### config.mk
export PLATFORM = sky130hd
export DESIGN_NAME = regfile_mp
export DESIGN_NICKNAME = d
export VERILOG_FILES = /design/src/rtl/regfile_mp.sv
export SDC_FILE = /design/constraint.sdc
export NUM_CORES = 2
export LEC_CHECK = 0
export ABC_AREA = 0
export CAP_MARGIN = 10
export CORE_MARGIN = 4
export CORE_UTILIZATION = 40
export DETAILED_ROUTE_END_ITERATION = 8
export PLACE_DENSITY = 0.6
export SLEW_MARGIN = 20
export SYNTH_ARGS = -nofsm -noshare
export SYNTH_HDL_FRONTEND = slang
export SYNTH_SLANG_ARGS = --single-unit
### constraint.sdc
create_clock -name clk_i -period 14.2 [get_ports clk_i]
set_input_delay 2.84 -clock clk_i [delete_from_list [all_inputs] [get_ports clk_i]]
set_output_delay 2.84 -clock clk_i [all_outputs]
set_load 0.05 [all_outputs]
### src/rtl/regfile_mp.sv
// Multi-port integer register file with busy scoreboard and a post-reset clear sweep.
// Define REGFILE_BYPASS_EN to forward same-cycle write data and busy clears to the read ports.
module regfile_mp #(
  parameter  int RegWidth = 32,
  parameter  int RegDepth = 32,
  parameter  int NumRead  = 2,
  parameter  int NumWrite = 2,
  localparam int AddrW    = $clog2(RegDepth)
) (
  input  logic                         clk_i,
  input  logic                         rst_ni,
  output logic                         ready_o,
  input  logic [NumRead*AddrW-1:0]     rd_addr_i,
  output logic [NumRead*RegWidth-1:0]  rd_data_o,
  output logic [NumRead-1:0]           busy_o,
  input  logic [NumWrite-1:0]          wr_en_i,
  input  logic [NumWrite*AddrW-1:0]    wr_addr_i,
  input  logic [NumWrite*RegWidth-1:0] wr_data_i,
  input  logic                         resv_en_i,
  input  logic [AddrW-1:0]             resv_addr_i
);

  typedef enum logic {CLEAR, RUN} state_e;

  localparam logic [AddrW-1:0] LastReg = AddrW'(RegDepth - 1);

  state_e               state_q, state_d;
  logic [AddrW-1:0]     cnt_q;
  logic [RegWidth-1:0]  regs_q [1:RegDepth-1];
  logic [RegDepth-1:0]  busy_q;

  logic [AddrW-1:0]     rd_addr [NumRead];
  logic [RegWidth-1:0]  rd_data [NumRead];
  logic [AddrW-1:0]     wr_addr [NumWrite];
  logic [RegWidth-1:0]  wr_data [NumWrite];

  for (genvar r = 0; r < NumRead; r++) begin : g_rd
    assign rd_addr[r] = rd_addr_i[r*AddrW +: AddrW];
    assign rd_data_o[r*RegWidth +: RegWidth] = rd_data[r];
  end

  for (genvar k = 0; k < NumWrite; k++) begin : g_wr
    assign wr_addr[k] = wr_addr_i[k*AddrW +: AddrW];
    assign wr_data[k] = wr_data_i[k*RegWidth +: RegWidth];
  end

  always_comb begin
    state_d = state_q;
    case (state_q)
      CLEAR:   if (cnt_q == LastReg) state_d = RUN;
      RUN:     state_d = RUN;
      default: state_d = CLEAR;
    endcase
  end

  assign ready_o = (state_q == RUN);

  // Control state: FSM, sweep counter and scoreboard are reset; storage is not.
  always_ff @(posedge clk_i) begin
    if (!rst_ni) begin
      state_q <= CLEAR;
      cnt_q   <= AddrW'(1);
      busy_q  <= '0;
    end else begin
      state_q <= state_d;
      if (state_q == CLEAR) begin
        cnt_q <= cnt_q + 1'b1;
      end else begin
        for (int k = 0; k < NumWrite; k++) begin
          if (wr_en_i[k] && wr_addr[k] != '0) busy_q[wr_addr[k]] <= 1'b0;
        end
        // Reservation is for a younger instruction, so it overrides a same-cycle clear.
        if (resv_en_i && resv_addr_i != '0) busy_q[resv_addr_i] <= 1'b1;
      end
    end
  end

  always_ff @(posedge clk_i) begin
    if (rst_ni) begin
      if (state_q == CLEAR) begin
        regs_q[cnt_q] <= '0;
      end else begin
        // Ascending loop: highest-index port wins on address collisions.
        for (int k = 0; k < NumWrite; k++) begin
          if (wr_en_i[k] && wr_addr[k] != '0) regs_q[wr_addr[k]] <= wr_data[k];
        end
      end
    end
  end

  always_comb begin
    for (int r = 0; r < NumRead; r++) begin
      rd_data[r] = '0;
      busy_o[r]  = 1'b0;
      if (state_q == RUN && rd_addr[r] != '0) begin
        rd_data[r] = regs_q[rd_addr[r]];
        busy_o[r]  = busy_q[rd_addr[r]];
`ifdef REGFILE_BYPASS_EN
        for (int k = 0; k < NumWrite; k++) begin
          if (wr_en_i[k] && wr_addr[k] == rd_addr[r]) begin
            rd_data[r] = wr_data[k];
            busy_o[r]  = resv_en_i && (resv_addr_i == rd_addr[r]);
          end
        end
`endif
      end
    end
  end

endmodule

==> results.toml <==
[logic_synthesis]
yosys_most_used_dff = "edfxtp_1"
syn_area_um2 = 59900
synth_nets = 5236
ys_types = 67
syn-instance-count = 5140
yosys_warnings = 0
ys_async_sr_fraction_pct = 0
synth.avg_cell_area_um2 = 11.7
synth_area_leaders = "edfxtp_1 (50%), mux4_2 (17%), o21ai_0 (8.6%)"
synth_seq_cells = 1030
synth_top_area_cell = "edfxtp_1"
synth-edff-count = 992
ys_seq_area_share_pct = 51.0
synth_top_area_share_pct = 49.7

[sta]
final.setup.tns_ns = 0
fin_hold_ws_ns = 0.487
period_minus_slack_ns = 10.22
fmax_ghz = 0.0979
worst_pin_slew_ns = 1.23
hold_viol = 0
setup_viol = 0
final.setup_skew_ns = 0.0303
setup_ws_ns = 3.98
final_max_slew_viol_count = 0
fin_crit_sh_pct = 71.9
max_slew_margin_pct = 17.0
rsz0062_at_grt = "no"

[clocking]
cts_resized = 0
cts_sinks = 1030
clkTransAtPathRegs_ns = 0.06
cts.path.max_buffers = 3
insertion_delay_ns = 0.75
cts_root_buf = "clkbuf_16"
postCtsSetupBuffers = 0
ctsHoldBuffers = 0
cts-buffers-inserted = 111
cts_max_level = 3
cts_tree = "yes"

[placed_design]
routabilityCongestion = 0.852
hpwl_mm = 134
pre_cts_ws_ns = 4.22
portBuffers = 160
placed_cell_area_um2 = 63500

[critical_path]
reg2reg_depth = 6
cp-start-kind = "primary input"
endpoint = "rd_data_o[21]"
path_max_fanout = 31
r2r_start = "ready_o"
r2r-end = "regs_q[16][1]"
crit_type = "primary input to output pin"
required_ns = 11.36
r2r_slack_ns = 8.65
critPathArrivalTime_ns = 7.38
worst_setup_path_end_kind = "output pin"
cp_slowest_stage_delay_ns = 0.87
cpMaxStageDelayCell = "clkdlybuf4s50_1"
crit_start = "rd_addr_i[3]"
path_cells = "clkdlybuf4s50_1 -> or3_2 -> buf_4 -> o31ai_4 -> buf_4 -> o21ai_0 -> clkdlybuf4s50_1"

[floorplan]
core_um2 = 148000
io-pin-count = 161
dieHeight_um = 395
initial_core_util_pct = 40.4
num_rows = 141
die-width_um = 395
die-area_um2 = 156000

[detailed_routing]
first_iter_violations = 7703
wl_mm = 238
ant_nets = 0
vias = 46512
viasPerCell = 6.64
firstDrtPassIters = 7
drc = 0
wl_per_cell_um = 34.0

[layout]
fin_area_um2 = 67100
fin_nets = 5070
syn_to_final_growth_pct = 12.0
drive_above_1_share_pct = 18.4

[run_status]
status = "finished, final reports clean"

[global_routing]
antenna_found_initial = 12
grtUsageTotal_pct = 29.7
grt-busiest-layer = "met2"
grt_use_met3_pct = 8.01
grt_first_pass_wirelength_mm = 332
use_met2_pct = 45.4
use_met1_pct = 39.1
grt_pass1_vias = 44423
grt_start_max_net_pins = 114
grt_overflow_total = 0

[power]
pwr-share-clk_pct = 43.1
p_comb_share_pct = 8.0
switching_power_mw = 1.61
ir_drop_mv = 0.0915
p_leak_nw = 20.6
seqPwrFrac_pct = 49.0
p_per_area_nw_per_um2 = 101
sw_frac_of_total_pct = 23.7
internal-power_mw = 5.16

[run]
cap_violations = 0

[min_path]
hold_path_class = "register to register"
[cells in the mapped netlist, types with 22 or more instances]
cell,instances
buf_2,179
a22o_1,64
o22ai_1,23
clkbuf_1,405
o32ai_1,27
edfxtp_1,992
o21ai_0,1031
mux2i_1,200
inv_1,46
mux4_2,464
a21boi_0,23
nand2_1,1068
a211oi_1,147
nor2_1,94
o22a_1,64
o21a_1,22
dfxtp_1,38
o21ai_1,27
[critical path: cells and delay by family]
kind / cells / cell delay, ns
compound gates: 2 / 1.24
simple gates: 1 / 0.60
buf+inv: 4 / 2.61
[placed cells by master, fill, tap and decap left out, types with 8 or more instances in the layout]
cell	netlist	routed
nor3_4	3	11
dfxtp_1	38	37
clkinv_2	0	22
clkinv_1	0	33
mux2i_1	200	199
mux4_2	464	464
or2_2	15	20
a22o_1	64	64
nor2b_1	13	11
o21ai_0	1031	1027
a211oi_1	147	140
a211oi_2	6	8
o21a_1	22	22
edfxtp_1	992	992
clkbuf_1	405	23
o21ai_1	27	29
o32ai_4	0	17
nand3_1	14	11
clkdlybuf4s50_1	0	153
o32ai_1	27	10
nor2_1	94	94
nor3_2	13	18
a21boi_0	23	23
inv_1	46	46
o31ai_4	0	16
o22ai_1	23	23
bufinv_16	0	10
clkbuf_16	0	114
nand2_1	1068	1067
o22a_1	64	64
buf_4	12	175
[worst min path at each step]
stage | cells after the start | start | endpoint
5_1_grt | 2 | busy_q[17] | busy_q[17]
3_5_place_dp | 2 | busy_q[21] | busy_q[21]
3_3_place_gp | 2 | busy_q[21] | busy_q[21]
6_report | 2 | busy_q[21] | busy_q[21]
2_1_floorplan | 1 | busy_q[0] | busy_q[0]
4_1_cts | 2 | busy_q[21] | busy_q[21]
[power by group through the flow]
stage	Sequential, mW	Clock [mW]	Combinational [mW]
5_1_grt	3.32	3.05	0.558
4_1_cts	3.31	2.92	0.531
3_5_place_dp	3.38	0	0.530
3_3_place_gp	3.38	0	0.526
6_report	3.32	2.92	0.540
2_1_floorplan	3.38	0	0.349
[final cells by class]
cell class	instances	area [µm²]
diodes	6	15.0
clock buffers	137	2940
clock inverters	70	584
fillers	13219	81100
inverters	46	173
multi-input cells	3446	27400
flip-flops and latches	1030	30600
well taps	1930	2410
repair buffers	339	3020
[flip-flops by register name, summed over array words and instances, names as in the netlist]
register,flops
busy_q,32
cnt_q,5
ready_o,1
regs_q,992
[kinds of logic after synthesis]
group                    count (synthesis)  synth area share [%]
multiplexers                           668                  20.9
flip-flops                            1030                  51.0
XOR/XNOR                                 3                0.0439
AO/OA/AOI/OAI                         1475                  14.4
AND/OR/NAND/NOR                       1298                  8.93
adder cells (fa/ha/maj)                  2                0.0418
buffers and inverters                  664                  4.70
[metal layers]
layer  vias up  wire, µm
met5         -        41
met4         6     13700
met3       668     32200
met2      3443    106000
met1     23191     86400
li1      19204         -
[stage by stage]
stage          std cells  util [%]  total power [mW]
3_3_place_gp        6790      42.8              3.90
3_5_place_dp        6791      42.9              3.91
6_report            7004      45.3              6.77
2_1_floorplan       5140         -              3.73
4_1_cts             6998      45.3              6.77
5_1_grt             7000      45.3              6.92
Note: power is estimated with default switching activity, not from simulation.
